**src/rtl/control_sequencer.sv**
```systemverilog
// Hardwired T-state control unit for the 32-bit bus datapath: fetch, decode of ir[31:27], Moore strobes.
// Optional macro CU_JAL_EN enables the jal instruction; otherwise opcode 10101 is undefined.
module control_sequencer #(
    parameter int IR_W     = 32,
    parameter int ALU_OP_W = 4
) (
    input  logic                clk,
    input  logic                clr,
    input  logic [IR_W-1:0]     ir,
    input  logic                con_out,
    input  logic                stop,
    output logic                pc_out,
    output logic                zlo_out,
    output logic                zhi_out,
    output logic                hi_out,
    output logic                lo_out,
    output logic                mdr_out,
    output logic                inport_out,
    output logic                c_sign_extended_out,
    output logic                ba_out,
    output logic                r_out,
    output logic                mar_enable,
    output logic                z_enable,
    output logic                lo_enable,
    output logic                hi_enable,
    output logic                pc_enable,
    output logic                mdr_enable,
    output logic                ir_enable,
    output logic                y_enable,
    output logic                r15_enable,
    output logic                r_in,
    output logic                con_enable,
    output logic                outport_enable,
    output logic                inport_enable,
    output logic                read,
    output logic                ram_write,
    output logic                pc_increment,
    output logic                gra,
    output logic                grb,
    output logic                grc,
    output logic [ALU_OP_W-1:0] alu_op,
    output logic                run,
    output logic                illegal_op
);

    typedef enum logic [3:0] {
        S_RST  = 4'd0,
        S_T0   = 4'd1,
        S_T1   = 4'd2,
        S_T2   = 4'd3,
        S_T3   = 4'd4,
        S_T4   = 4'd5,
        S_T5   = 4'd6,
        S_T6   = 4'd7,
        S_T7   = 4'd8,
        S_HALT = 4'd9
    } state_t;

    localparam logic [4:0] OP_LD   = 5'b00000;
    localparam logic [4:0] OP_LDI  = 5'b00001;
    localparam logic [4:0] OP_ST   = 5'b00010;
    localparam logic [4:0] OP_ADD  = 5'b00011;
    localparam logic [4:0] OP_SUB  = 5'b00100;
    localparam logic [4:0] OP_AND  = 5'b00101;
    localparam logic [4:0] OP_OR   = 5'b00110;
    localparam logic [4:0] OP_ADDI = 5'b01100;
    localparam logic [4:0] OP_BR   = 5'b10010;
    localparam logic [4:0] OP_JR   = 5'b10100;
    localparam logic [4:0] OP_JAL  = 5'b10101;
    localparam logic [4:0] OP_IN   = 5'b10110;
    localparam logic [4:0] OP_OUT  = 5'b10111;
    localparam logic [4:0] OP_MFHI = 5'b11000;
    localparam logic [4:0] OP_MFLO = 5'b11001;
    localparam logic [4:0] OP_NOP  = 5'b11010;
    localparam logic [4:0] OP_HALT = 5'b11011;

    localparam logic [ALU_OP_W-1:0] ALU_ADD = ALU_OP_W'(4'd0);
    localparam logic [ALU_OP_W-1:0] ALU_SUB = ALU_OP_W'(4'd1);
    localparam logic [ALU_OP_W-1:0] ALU_AND = ALU_OP_W'(4'd2);
    localparam logic [ALU_OP_W-1:0] ALU_OR  = ALU_OP_W'(4'd3);

    state_t     state_r;
    state_t     next_state_s;
    state_t     boundary_s;
    logic [4:0] opcode_s;
    logic       unused_ir_s;

    assign opcode_s    = ir[IR_W-1 -: 5];
    assign unused_ir_s = ^ir[IR_W-6:0];
    assign boundary_s  = stop ? S_HALT : S_T0;

    // State register; clr aborts any instruction straight back to RST.
    always_ff @(posedge clk or negedge clr) begin
        if (!clr) begin
            state_r <= S_RST;
        end else begin
            state_r <= next_state_s;
        end
    end

    // Next-state: each opcode walks the T-states it needs, then returns to T0 or HALT.
    always_comb begin
        next_state_s = S_RST;
        case (state_r)
            S_RST: next_state_s = S_T0;
            S_T0:  next_state_s = S_T1;
            S_T1:  next_state_s = S_T2;
            S_T2: begin
                if (opcode_s == OP_NOP) begin
                    next_state_s = boundary_s;
                end else if (opcode_s == OP_HALT) begin
                    next_state_s = S_HALT;
                end else begin
                    next_state_s = S_T3;
                end
            end
            S_T3: begin
                case (opcode_s)
                    OP_LD, OP_LDI, OP_ST, OP_ADD, OP_SUB, OP_AND, OP_OR,
                    OP_ADDI, OP_BR: next_state_s = S_T4;
`ifdef CU_JAL_EN
                    OP_JAL:         next_state_s = S_T4;
`endif
                    default:        next_state_s = boundary_s;
                endcase
            end
            S_T4: begin
                case (opcode_s)
                    OP_LD, OP_LDI, OP_ST, OP_ADD, OP_SUB, OP_AND, OP_OR,
                    OP_ADDI, OP_BR: next_state_s = S_T5;
                    default:        next_state_s = boundary_s;
                endcase
            end
            S_T5: begin
                case (opcode_s)
                    OP_LD, OP_ST, OP_BR: next_state_s = S_T6;
                    default:             next_state_s = boundary_s;
                endcase
            end
            S_T6: begin
                case (opcode_s)
                    OP_LD, OP_ST: next_state_s = S_T7;
                    default:      next_state_s = boundary_s;
                endcase
            end
            S_T7:   next_state_s = boundary_s;
            S_HALT: next_state_s = S_HALT;
            default: next_state_s = S_RST;
        endcase
    end

    // Moore strobe decode; br T6 gates pc_enable with the live CON flag.
    always_comb begin
        pc_out = 1'b0; zlo_out = 1'b0; zhi_out = 1'b0; hi_out = 1'b0; lo_out = 1'b0;
        mdr_out = 1'b0; inport_out = 1'b0; c_sign_extended_out = 1'b0; ba_out = 1'b0; r_out = 1'b0;
        mar_enable = 1'b0; z_enable = 1'b0; lo_enable = 1'b0; hi_enable = 1'b0; pc_enable = 1'b0;
        mdr_enable = 1'b0; ir_enable = 1'b0; y_enable = 1'b0; r15_enable = 1'b0; r_in = 1'b0;
        con_enable = 1'b0; outport_enable = 1'b0; inport_enable = 1'b0;
        read = 1'b0; ram_write = 1'b0; pc_increment = 1'b0; gra = 1'b0; grb = 1'b0; grc = 1'b0;
        alu_op = ALU_ADD;
        run = 1'b1;
        illegal_op = 1'b0;
        case (state_r)
            S_T0: begin
                pc_out = 1'b1; mar_enable = 1'b1; pc_increment = 1'b1; z_enable = 1'b1;
            end
            S_T1: begin
                zlo_out = 1'b1; pc_enable = 1'b1; read = 1'b1; mdr_enable = 1'b1;
            end
            S_T2: begin
                mdr_out = 1'b1; ir_enable = 1'b1;
            end
            S_T3: begin
                case (opcode_s)
                    OP_LD, OP_LDI, OP_ST: begin grb = 1'b1; ba_out = 1'b1; y_enable = 1'b1; end
                    OP_ADDI, OP_ADD, OP_SUB, OP_AND, OP_OR: begin
                        grb = 1'b1; r_out = 1'b1; y_enable = 1'b1;
                    end
                    OP_BR:   begin gra = 1'b1; r_out = 1'b1; con_enable = 1'b1; end
                    OP_JR:   begin gra = 1'b1; r_out = 1'b1; pc_enable = 1'b1; end
`ifdef CU_JAL_EN
                    OP_JAL:  begin pc_out = 1'b1; r15_enable = 1'b1; end
`endif
                    OP_IN:   begin inport_out = 1'b1; gra = 1'b1; r_in = 1'b1; end
                    OP_OUT:  begin gra = 1'b1; r_out = 1'b1; outport_enable = 1'b1; end
                    OP_MFHI: begin hi_out = 1'b1; gra = 1'b1; r_in = 1'b1; end
                    OP_MFLO: begin lo_out = 1'b1; gra = 1'b1; r_in = 1'b1; end
                    default: illegal_op = 1'b1;
                endcase
            end
            S_T4: begin
                case (opcode_s)
                    OP_LD, OP_LDI, OP_ST, OP_ADDI: begin
                        c_sign_extended_out = 1'b1; z_enable = 1'b1; alu_op = ALU_ADD;
                    end
                    OP_ADD:  begin grc = 1'b1; r_out = 1'b1; z_enable = 1'b1; alu_op = ALU_ADD; end
                    OP_SUB:  begin grc = 1'b1; r_out = 1'b1; z_enable = 1'b1; alu_op = ALU_SUB; end
                    OP_AND:  begin grc = 1'b1; r_out = 1'b1; z_enable = 1'b1; alu_op = ALU_AND; end
                    OP_OR:   begin grc = 1'b1; r_out = 1'b1; z_enable = 1'b1; alu_op = ALU_OR;  end
                    OP_BR:   begin pc_out = 1'b1; y_enable = 1'b1; end
`ifdef CU_JAL_EN
                    OP_JAL:  begin gra = 1'b1; r_out = 1'b1; pc_enable = 1'b1; end
`endif
                    default: alu_op = ALU_ADD;
                endcase
            end
            S_T5: begin
                case (opcode_s)
                    OP_LDI, OP_ADDI, OP_ADD, OP_SUB, OP_AND, OP_OR: begin
                        zlo_out = 1'b1; gra = 1'b1; r_in = 1'b1;
                    end
                    OP_LD, OP_ST: begin zlo_out = 1'b1; mar_enable = 1'b1; end
                    OP_BR:   begin c_sign_extended_out = 1'b1; z_enable = 1'b1; alu_op = ALU_ADD; end
                    default: alu_op = ALU_ADD;
                endcase
            end
            S_T6: begin
                case (opcode_s)
                    OP_LD:   begin read = 1'b1; mdr_enable = 1'b1; end
                    OP_ST:   begin gra = 1'b1; r_out = 1'b1; mdr_enable = 1'b1; end
                    OP_BR:   begin zlo_out = 1'b1; pc_enable = con_out; end
                    default: alu_op = ALU_ADD;
                endcase
            end
            S_T7: begin
                case (opcode_s)
                    OP_LD:   begin mdr_out = 1'b1; gra = 1'b1; r_in = 1'b1; end
                    OP_ST:   ram_write = 1'b1;
                    default: alu_op = ALU_ADD;
                endcase
            end
            S_HALT: run = 1'b0;
            default: run = 1'b1;
        endcase
    end

endmodule

```
**config.mk**
```make
export PLATFORM = sky130hd
export DESIGN_NAME = control_sequencer
export DESIGN_NICKNAME = d
export VERILOG_FILES = /design/src/rtl/control_sequencer.sv
export SDC_FILE = /design/constraint.sdc
export NUM_CORES = 1
export LEC_CHECK = 0
export BUFFER_PORTS_ARGS = -buffer_cell sky130_fd_sc_hd__buf_2
export CORE_MARGIN = 3
export CORE_UTILIZATION = 25
export CTS_BUF_LIST = sky130_fd_sc_hd__clkbuf_8
export DETAILED_ROUTE_END_ITERATION = 7
export GPL_ROUTABILITY_DRIVEN = 0
export PLACE_DENSITY_LB_ADDON = 0.2
export SLEW_MARGIN = 20
export SYNTH_ARGS = -nofsm -noshare
export SYNTH_HDL_FRONTEND = slang
export SYNTH_SLANG_ARGS = --single-unit
```
**constraint.sdc**
```tcl
create_clock -name clk -period 2.61 [get_ports clk]
set_input_delay 0.261 -clock clk [delete_from_list [all_inputs] [get_ports clk]]
set_output_delay 0.261 -clock clk [all_outputs]
set_load 0.02 [all_outputs]
```
== Yosys cells after proc, flatten, opt, wreduce, memory -nomap -nowiden ==
Cells that the tools add are included.

* Register bits: 4
* Input bits: 36
* Output and inout bits: 35
* Word-level logic and storage cells: 94

* Equality and inequality tests: 24
* Multiplexer cells: 55
* Reduce and logical (&&, ||, !) cells: 14

{| class="wikitable"
|+ Operators by type and width
! kind !! number
|-
| $eq A5 B5 Y1 const B || 8
|-
| $pmux W4 S10 || 1
|-
| $mux W1 || 32
|-
| $mux W4 || 7
|-
| $eq A4 B3 Y1 const B || 4
|-
| $reduce_or A8 Y1 || 2
|-
| $eq A5 B3 Y1 const B || 3
|-
| $pmux W1 S3 || 5
|-
| $pmux W1 S2 || 7
|-
| $reduce_or A14 Y1 || 1
|-
| $reduce_or A6 Y1 || 2
|-
| $eq A5 B2 Y1 const B || 2
|-
| $reduce_or A3 Y1 || 3
|-
| $reduce_or A9 Y1 || 1
|-
| $eq A4 B2 Y1 const B || 2
|-
| $eq A4 B4 Y1 const B || 2
|-
| $reduce_or A4 Y1 || 2
|-
| $pmux W2 S3 || 1
|-
| $eq A5 B1 Y1 const B || 1
|-
| $eq A5 B4 Y1 const B || 1
|-
| $logic_not A5 Y1 || 1
|-
| $eq A4 B1 Y1 const B || 1
|-
| $logic_not A4 Y1 || 1
|-
| $pmux W1 S4 || 1
|-
| other kinds (2) || 2
|}

== Longest topological paths before layout ==
Gate-level depths: netlist of the first run.

* Word-level depth: 4
* Gate-level depth with buffers: 6
* Gate-level depth less buffers: 4

== Worst setup path before layout of the first run ==
No wires, ideal clock.

* Kind: reg-to-output
* From: register state_r[1]
* To: output illegal_op
* Arrival: 2243 ps
* Required time: 2349 ps
* Setup slack: 106 ps
* Stages on the path, launching flop included: 5
* Buffers on the path: 2
* Path through: dfrtp_1 buf_6 or4b_1 buf_2 a2111oi_0

* Longest elaborated chain between the ends: 2

{| class="wikitable"
|+ Ends and longest elaborated chain
! element !! line !! source
|-
| start: declaration || 82 || <nowiki>state_t state_r;</nowiki>
|-
| start signal: assignment || 97 || <nowiki>state_r <= next_state_s;</nowiki>
|-
| $eq A4 B3 Y1 || 163 || <nowiki>case (state_r)</nowiki>
|-
| $mux W1 || 163 ||
|-
| end: declaration || 43 || <nowiki>output logic illegal_op</nowiki>
|}

Every way passes these cells.

== Final worst setup path of the first run ==
* From: register state_r[1]
* To: output pc_enable

* Longest elaborated chain between the ends: 2
* Elaborated cells between the ends (all ways): 4
* Those cells by class: 3 x eq/ne; 1 x mux

{| class="wikitable"
|+ Ends and longest elaborated chain
! element !! line !! source
|-
| $eq A4 B3 Y1 or $eq A4 B2 Y1 (tied branches) || 163 ||
|-
| $pmux W1 S3 * || 163 ||
|-
| end: declaration || 26 || <nowiki>output logic pc_enable,</nowiki>
|}

Every way passes the cells marked *; elsewhere a longest branch is shown, timed or not.

==> flow_summary.yaml, run 1 <==
global_route:
  grt_max_degree: 19
  grt_first_pass_wirelength_um: 5380
  grt.busiest_layer: "met2"
  antenna_found_initial: 0
  globalRouteTotalUtil_pct: 15.1
  use_met2_pct: 24.3
  grtUsageMet1_pct: 21.6
  grt_use_met3_pct: 1.33
  grt.overflow.total: 0
  grt_pass1_vias: 1089
setup_path:
  worst_setup_path_start_kind: "flop"
  critical_path_class: "reg -> out"
  worstSetupEndpointType: "primary output"
  r2r_cells: 4
  r2r-end: "state_r[3]$_DFF_PN0_"
  r2r_setup_slack_ns: 1.03
  crit_fanout: 10
  rr_startpoint: "state_r[0]$_DFF_PN0_"
  arrival_ns: 2.10
  worstPathRequired_ns: 2.35
synthesis:
  synthCells: 145
  muxShareOfSynthArea_pct: 1.07
  ys_ff_latch: 4
  synth.largest_area_cell: "dfrtp_1"
  yosysUniqueCellTypes: 48
  synth_edf_count: 0
  synth_top_flop_cell: "dfrtp_1"
  synth_most_common_cell: "nor2_1"
  synth_top_family_by_area: "simple AND/OR/NAND/NOR gates"
  synth_fa_ha_area_share_pct: 0
  yosysWarnings: 0
  ys_top_cells_by_area: "dfrtp_1 11%, nor2_1 9.2%, a21oi_1 6.4%, buf_4 5.6%, nor3_1 4.3%"
  synth_top_area_share_pct: 10.7
  synth_xor_area_share_pct: 1.86
  ys_seq_area_share_pct: 10.7
  netlist_area_um2: 940
  synth_compound_area_share_pct: 30.8
  async_flop_share_pct: 100
  synth_area_per_cell_um2: 6.48
  yosys.area_share.simple_pct: 41.8
  ys_top_cells_by_count: "23 x nor2_1, 12 x a21oi_1, 8 x clkbuf_1, 8 x nand2_1, 8 x nor3_1"
clock_network:
  cts_htree_levels: 1
  cts_root_buffer: "clkbuf_8"
  cts-buffers-inserted: 3
  tritoncts: "done"
  postCtsSetupBuffers: 0
  cts.sinks: 4
  clk_path_buf_depth: 2
  clkLatencyLatePin_ns: 0.21
  clk_pin_slew_ns: 0.03
layout:
  diodes: 0
  nets: 215
  largest_reg_flops: 4
  drive_gt1_share_pct: 31.1
  utilization_pct: 34.1
  n_fill_cell: 401
  top_register: "state_r"
  syn2layout_area_growth_pct: 25.7
  top_regs: "state_r: 4 flops"
worst_hold_path:
  hold_depth: 2
  hp-class: "in -> reg"
  hold_end: "state_r[3]$_DFF_PN0_"
  hp-start: "stop"
drt:
  drt-initial-drc-count: 129
  postRouteAntennaNets: 0
  wire_per_inst_um: 14.2
  route.vias.total: 1197
  route.detailed.drc: 0
  finalWirelength_um: 3160
  drtPass1Iterations: 4
  viasPerCell: 5.37
die:
  coreArea_um2: 3470
  rows: 21
  start_util_pct: 27.1
  dieArea_um2: 4530
  ios: 71
  die_y_um: 67.3
  die_w_um: 67.3
timing:
  hold_viol: 0
  max_freq_ghz: 0.424
  layout_setup_ws_ns: 0.252
  worstMarginPinSlew_ns: 0.531
  slew_violations: 0
  setup_violations: 0
  fin_setup_tns_ns: 0
  finalClockSkew_ns: 0.000387
  min_period_over_period_pct: 90.3
  slew_headroom_pct: 64.5
  min_period_ns: 2.36
  rsz0062_at_grt: "false"
status:
  status: "completed"
placed_design:
  place_hpwl_um: 2380
  port-buffer-count: 36
  pre_cts_ws_ns: 0.352
power:
  p_per_area_nw_per_um2: 862
  comb_power_share_pct: 74.8
  power_frac_clock_pct: 12.5
  switching_share_pct: 54.3
  p_sw_mw: 0.553
  power_leakage_nw: 0.541
  power.internal_mw: 0.465
  p_seq_share_pct: 12.7
  ir_drop_mv: 0.740
run:
  cap_viol_max_count: 0
-- area by class of cell --
cell class	instances	area (um^2)	share of cell area, %
Timing Repair Buffer	41	220	18.6
Sequential cell	4	100	8.47
Tap cell	46	57.6	4.87
Inverter	6	22.5	1.91
Multi-Input combinational cell	123	739	62.6
Clock buffer	3	41.3	3.50
-- timing repair --
item | CTS | global route
hold buffers | 1 | 0
hold endpoints to repair | 4 | 0
gates resized for setup | 0 | 1
setup endpoints to repair | 0 | 1
-- metrics by stage --
step	hold slack (ns)	total power, mW	area, um^2	cells
CTS	0.353	1.01	1180	223
global route	0.374	1.12	1180	223
global placement	0.0650	0.879	1130	219
floorplan	-0.0346	0.671	962	151
detailed placement	0.0646	0.879	1130	219
finish	0.359	1.02	1180	223
-- placed cells by master, fill, tap and decap left out, types with 3 or more instances in the layout --
cell type,Yosys,routed
clkbuf_8,0,3
o21ai_0,6,6
dfrtp_1,4,4
nand2_1,8,8
buf_4,7,4
nand3_1,6,6
nor2_1,23,23
nor3b_1,4,4
inv_1,6,6
conb_1,1,7
nor3_1,8,8
a21oi_1,12,12
buf_2,2,36
nand2b_1,6,6
and3_1,3,3
-- metal layers --
| layer | share of wire (%) | wire, um |
|---|---|---|
| met4 | 0.60 | 19 |
| met5 | 0 | 0 |
| met3 | 7.0 | 220 |
| met2 | 46 | 1470 |
| met1 | 46 | 1450 |
-- how the worst max path moves through the flow --
stage	start	endpoint	slack, ns	depth (start not counted)
finish	state_r[1]$_DFF_PN0_	pc_enable	0.25	4
global route	state_r[1]$_DFF_PN0_	pc_enable	0.12	4
CTS	state_r[1]$_DFF_PN0_	pc_enable	0.12	4
detailed placement	state_r[1]$_DFF_PN0_	pc_enable	0.35	4
global placement	state_r[1]$_DFF_PN0_	pc_enable	0.37	4
floorplan	state_r[1]$_DFF_PN0_	illegal_op	0.11	4
-- power by group through the flow --
stage	clock network, mW	logic [mW]	registers (mW)
after floorplan	0	0.547	0.123
after global placement	0	0.752	0.127
after detailed placement	0	0.751	0.127
after CTS	0.132	0.756	0.127
after global routing	0.139	0.841	0.141
final	0.128	0.761	0.129
-- worst max-delay path, cell delays in order (launching register included) --
cell     delay, ns
dfrtp_1       0.46
or4b_4        0.61
or3_4         0.41
o32ai_2       0.20
buf_2         0.20
-- kinds of logic (layout without fill, tap and decap cells) --
kind of cell,count (synthesis),in the layout
simple gates,73,73
other cells,1,7
compound gates,40,40
flops,4,4
buf+inv,24,50
mux,1,1
xor+xnor,2,2
Power figures use the tool's default switching activity.
==> run 2, diff against run 1 <==
--- a/config.mk
+++ b/config.mk
@@ -5,8 +5,9 @@
 export SDC_FILE = /design/constraint.sdc
 export NUM_CORES = 1
 export LEC_CHECK = 0
+export ABC_AREA = 1
 export BUFFER_PORTS_ARGS = -buffer_cell sky130_fd_sc_hd__buf_2
-export CORE_MARGIN = 3
+export CORE_ASPECT_RATIO = 0.6
 export CORE_UTILIZATION = 25
 export CTS_BUF_LIST = sky130_fd_sc_hd__clkbuf_8
 export DETAILED_ROUTE_END_ITERATION = 7
==> run 2 against run 1 <==
Net effect:
- clock skew is 0.0041 ns higher
- hold slack better by 0.042 ns
- global-route usage is 0.60 points higher
- combinational power is 37% lower
- clock-buffer cell count stayed put
- fmax is 18% higher
- first-iteration DRC count is 56% lower
- critical path type unchanged
- largest cell class unchanged
- largest power group unchanged
- highest routed layer is now met3
==> flow_summary.yaml, run 2 <==
status:
  status: "completed"
drt:
  postRouteAntennaNets: 0
  drtPass1Iterations: 4
  viasPerCell: 4.39
  wire_per_inst_um: 11.7
  route.detailed.drc: 0
  drt-initial-drc-count: 57
  finalWirelength_um: 2980
  route.vias.total: 1116
clock_network:
  cts_htree_levels: 1
  clk_pin_slew_ns: 0.03
  tritoncts: "done"
  cts_root_buffer: "clkbuf_8"
  clkLatencyLatePin_ns: 0.22
  cts-buffers-inserted: 3
  cts.sinks: 4
  clk_path_buf_depth: 2
layout:
  top_register: "state_r"
  utilization_pct: 34.4
  top_regs: "state_r: 4 flops"
  final_area_um2: 1140
  largest_reg_flops: 4
  mostFrequentLayoutCells: "40 x nand2_1, 36 x buf_2, 30 x nor2_1, 24 x inv_1, 16 x nand3_1"
  drive_gt1_share_pct: 30.1
  diodes: 0
  nets: 247
  syn2layout_area_growth_pct: 29.1
  final_common_cell: "nand2_1"
placed_design:
  place_hpwl_um: 2560
  port-buffer-count: 36
  pre_cts_ws_ns: 0.848
  placed_cell_area_um2: 1090
synthesis:
  synth_top_area_share_pct: 16.9
  ys_top_cells_by_count: "40 x nand2_1, 30 x nor2_1, 24 x inv_1, 16 x nand3_1, 10 x o21ai_0"
  ys_top_cells_by_area: "nand2_1 17%, nor2_1 13%, dfrtp_1 11%, inv_1 10%, nand3_1 9.0%"
  yosysWarnings: 0
  synthCells: 170
  ys_ff_latch: 4
  synth_area_per_cell_um2: 5.21
  synth.largest_area_cell: "nand2_1"
  synth_top_flop_cell: "dfrtp_1"
  synth_edf_count: 0
  netlist_area_um2: 886
  yosysUniqueCellTypes: 20
  async_flop_share_pct: 100
  synth_most_common_cell: "nand2_1"
  ys_seq_area_share_pct: 11.3
timing:
  min_period_ns: 2.01
  fin_setup_tns_ns: 0
  slew_violations: 0
  layout_setup_ws_ns: 0.604
  max_freq_ghz: 0.499
  rsz0062_at_grt: "false"
  setup_violations: 0
  hold_viol: 0
  min_period_over_period_pct: 76.8
  finalClockSkew_ns: 0.00451
setup_path:
  worstPathRequired_ns: 2.35
  arrival_ns: 1.74
  slowest_stage: "dfrtp_1"
  crit_fanout: 6
  worstSetupEndpointType: "primary output"
  worst_setup_path_start_kind: "flop"
  slowest_delay_ns: 0.44
  path_cells: "inv_1 > nand2_1 > nor2_1 > inv_1 > o21ai_0 > buf_2"
  critical_path_class: "reg -> out"
  crit_top_cell: "inv_1"
die:
  dieArea_um2: 3790
  ios: 71
  start_util_pct: 26.7
  coreArea_um2: 3320
  die_y_um: 48.1
  die_w_um: 78.9
  rows: 16
global_route:
  grt_max_degree: 8
  grt.busiest_layer: "met1"
  grt.overflow.total: 0
  grt_use_met3_pct: 2.99
  globalRouteTotalUtil_pct: 15.7
  antenna_found_initial: 0
  grtUsageMet1_pct: 26.8
  grt_first_pass_wirelength_um: 4420
  use_met2_pct: 20.0
  grt_pass1_vias: 877
power:
  ir_drop_mv: 0.346
  power_leakage_nw: 0.712
  p_per_area_nw_per_um2: 641
worst_hold_path:
  hp-class: "in -> async"
run:
  cap_viol_max_count: 0
## run 2: cell types whose count changed after synthesis, moves of 5 or more
cell / delta
inv_1: +18
nand2b_1: -6
nor2_1: +7
nand2_1: +32
nand3_1: +10
a21oi_1: -7
inv_2: +5
nand2_2: +7
clkbuf_1: -8
nor3_1: -5
## run 2: kinds of logic after synthesis
family                 count (synthesis)  synth area share, %
AND/OR/NAND/NOR                      110                 58.9
buffers and inverters                 36                 18.2
other                                  1                0.423
flip-flops                             4                 11.3
AO/OA/AOI/OAI                         19                 11.2
## run 2: cell type report
| class | instances | area [um^2] |
|---|---|---|
| fill | 424 | 2180 |
| sequential | 4 | 100 |
| tap | 45 | 56.3 |
| timing repair buffer | 37 | 190 |
| multi-input combinational | 136 | 647 |
| inverter | 29 | 109 |
| clock buffer | 3 | 41.3 |
## run 2: routing by layer
layer / up-vias / routed length (um)
li1: 597 / -
met1: 487 / 1760
met2: 32 / 1050
met3: 0 / 165
met4: 0 / 0
met5: - / 0
## run 2: metrics by stage
| stage | hold WS [ns] | std cells | total power [mW] |
|---|---|---|---|
| 4_1_cts | 0.373 | 254 | 0.736 |
| 6_report | 0.401 | 254 | 0.733 |
| 5_1_grt | 0.405 | 254 | 0.803 |
| 3_5_place_dp | 0.0696 | 250 | 0.600 |
| 2_1_floorplan | -0.0346 | 176 | 0.453 |
| 3_3_place_gp | 0.0697 | 250 | 0.603 |
## run 2: repair_timing
| action | in CTS | in global routing |
|---|---|---|
| buffers inserted | 0 | 0 |
| resized for setup | 0 | 0 |
| hold endpoints to repair | 4 | 0 |
| hold buffers | 1 | 0 |
## run 2: final timing paths
path                            slack [ns]              endpoint                  from  depth (start not counted)
worst min-delay path                  0.40  state_r[2]$_DFF_PN0_                   clr                          2
min in group clk                      0.40  state_r[3]$_DFF_PN0_                  stop                          5
max in group asynchronous             2.09  state_r[0]$_DFF_PN0_                   clr                          2
worst max-delay path                  0.60   c_sign_extended_out  state_r[0]$_DFF_PN0_                          6
worst min register to register        0.73  state_r[0]$_DFF_PN0_  state_r[3]$_DFF_PN0_                          4
worst max register to register        1.15  state_r[2]$_DFF_PN0_  state_r[0]$_DFF_PN0_                          7
## run 2: worst max-delay path: cells and delay by family (launching register included)
family | cells | cell delay [ns]
simple gates | 2 | 0.38
buf+inv | 3 | 0.48
compound gates | 1 | 0.22
flops | 1 | 0.44
## run 2: power breakdown
| part | leakage, nW | internal (mW) | switching (mW) |
|---|---|---|---|
| clock | 0.0216 | 0.0981 | 0.0301 |
| sequential | 0.0509 | 0.0863 | 0.0348 |
| combinational | 0.639 | 0.144 | 0.340 |
| total | 0.712 | 0.328 | 0.404 |
==> run 3, diff against run 2 <==
==> constraint.sdc (replaced) <==
create_clock -name clk -period 1.95 [get_ports clk]
set_input_delay 0.195 -clock clk [delete_from_list [all_inputs] [get_ports clk]]
set_output_delay 0.195 -clock clk [all_outputs]
set_load 0.02 [all_outputs]
==> run 3 against run 2 <==
Net effect:
- first-iteration DRC count up 140%
- register-to-register slack got worse by 0.50 ns
- combinational power increased by 35%
- utilization increased by 0.45 points
- hold slack got worse by 0.096 ns
- final cell count is 0.79% higher
- highest routed layer unchanged
==> flow_summary.yaml, run 3 (synthesis results as in run 2) <==
layout:
  utilization_pct: 34.9
  syn2layout_area_growth_pct: 30.8
  largest_reg_flops: 4
  final_common_cell: "nand2_1"
  nets: 249
  regArea_um2: 100
  drive_gt1_share_pct: 31.3
  mostFrequentLayoutCells: "40 x nand2_1, 36 x buf_2, 30 x nor2_1, 23 x inv_1, 16 x nand3_1"
  finalNonFillerCells: 256
  top_register: "state_r"
  n_fill_cell: 393
  multi_input_area_um2: 647
  top_regs: "state_r: 4 flops"
  diodes: 0
clock_network:
  cts-buffers-inserted: 3
  cts_root_buffer: "clkbuf_8"
  tritoncts: "done"
  clkLatencyLatePin_ns: 0.22
  postCtsSetupBuffers: 0
  cts_htree_levels: 1
  cts.sinks: 4
  clk_pin_slew_ns: 0.03
  clk_path_buf_depth: 2
placed_design:
  port-buffer-count: 36
  pre_cts_ws_ns: 0.312
  dp_cells: 252
  place_hpwl_um: 2450
setup_path:
  crit_fanout: 6
  worst_setup_path_start_kind: "flop"
  critical_path_class: "reg -> out"
  worstSetupEndpointType: "primary output"
  arrival_ns: 1.60
  worstPathRequired_ns: 1.75
global_route:
  grt_pass1_vias: 910
  grt.overflow.total: 0
  globalRouteTotalUtil_pct: 15.4
  grt_first_pass_wirelength_um: 4390
  antenna_found_initial: 0
  grt_max_degree: 8
drt:
  finalWirelength_um: 2930
  viasPerCell: 4.45
  drt-initial-drc-count: 135
  route.vias.total: 1140
  met3_wirelength_um: 234
  top_layer: "met3"
  drtPass1Iterations: 4
  wl_met1_um: 1620
  route.detailed.drc: 0
  wire_per_inst_um: 11.4
  postRouteAntennaNets: 0
  dr_wl_met2_um: 1070
die:
  rows: 16
  start_util_pct: 26.7
  coreArea_um2: 3320
  ios: 71
  dieArea_um2: 3790
  die_w_um: 78.9
  die_y_um: 48.1
timing:
  layout_setup_ws_ns: 0.151
  slew_violations: 0
  min_period_over_period_pct: 92.3
  finalClockSkew_ns: 0.00622
  setup_violations: 0
  rsz0062_at_grt: "false"
  hold-worst-slack_ns: 0.306
  min_period_ns: 1.80
  hold_viol: 0
  fin_setup_tns_ns: 0
  max_freq_ghz: 0.556
power:
  ir_drop_mv: 0.464
  power_leakage_nw: 0.720
  p_per_area_nw_per_um2: 858
worst_hold_path:
  hp-class: "in -> async"
run:
  cap_viol_max_count: 0
status:
  status: "completed"
## run 3: cell types whose count changed in the layout (fill, tap and decap cells not counted), sizes merged
cell,delta
buf,+2
## run 3: critical path, cell delays in order (launching register included)
cell,delay [ns]
dfrtp_1,0.45
inv_1,0.11
nor2_1,0.13
nand2_1,0.17
inv_1,0.17
nand2_1,0.06
o21ai_0,0.09
buf_2,0.20
## run 3: report_power, final
part           switching [mW]  internal (mW)  total, mW
Sequential             0.0484          0.115      0.164
Clock                  0.0454          0.132      0.177
Combinational           0.455          0.198      0.653
Total                   0.549          0.445      0.994
## run 3: worst paths after layout
path,from,to,slack [ns],depth (start not counted)
max,state_r[0]$_DFF_PN0_,c_sign_extended_out,0.15,7
min,clr,state_r[2]$_DFF_PN0_,0.31,2
max reg2reg,state_r[3]$_DFF_PN0_,state_r[2]$_DFF_PN0_,0.65,7
min reg2reg,state_r[3]$_DFF_PN0_,state_r[0]$_DFF_PN0_,0.74,4
max in group asynchronous,clr,state_r[0]$_DFF_PN0_,1.52,2
min in group clk,stop,state_r[3]$_DFF_PN0_,0.34,5
## run 3: routing by layer
| layer | global-route usage (%) | vias to the layer above |
|---|---|---|
| met4 | 1.09 | 0 |
| met1 | 25.4 | 493 |
| li1 | - | 606 |
| met3 | 3.36 | 0 |
| met5 | 0 | - |
| met2 | 19.8 | 41 |
## run 3: through the flow
stage / cell area, um^2 / power [mW]
3_3_place_gp: 1110 / 0.811
3_5_place_dp: 1110 / 0.808
2_1_floorplan: 908 / 0.607
6_report: 1160 / 0.994
4_1_cts: 1160 / 0.990
5_1_grt: 1160 / 1.08
## run 3: cell type report
type	count	share of cell area, %
clock buffers	3	3.56
inverters	29	9.40
multi-input cells	136	55.8
flip-flops and latches	4	8.64
well taps	45	4.86
repair buffers	39	17.7
## run 3: timing repair
action	4_1_cts	5_1_grt
endpoints found under the hold margin	4	0
hold buffers	1	0
endpoints found under the setup margin	0	2
resized for setup	0	1
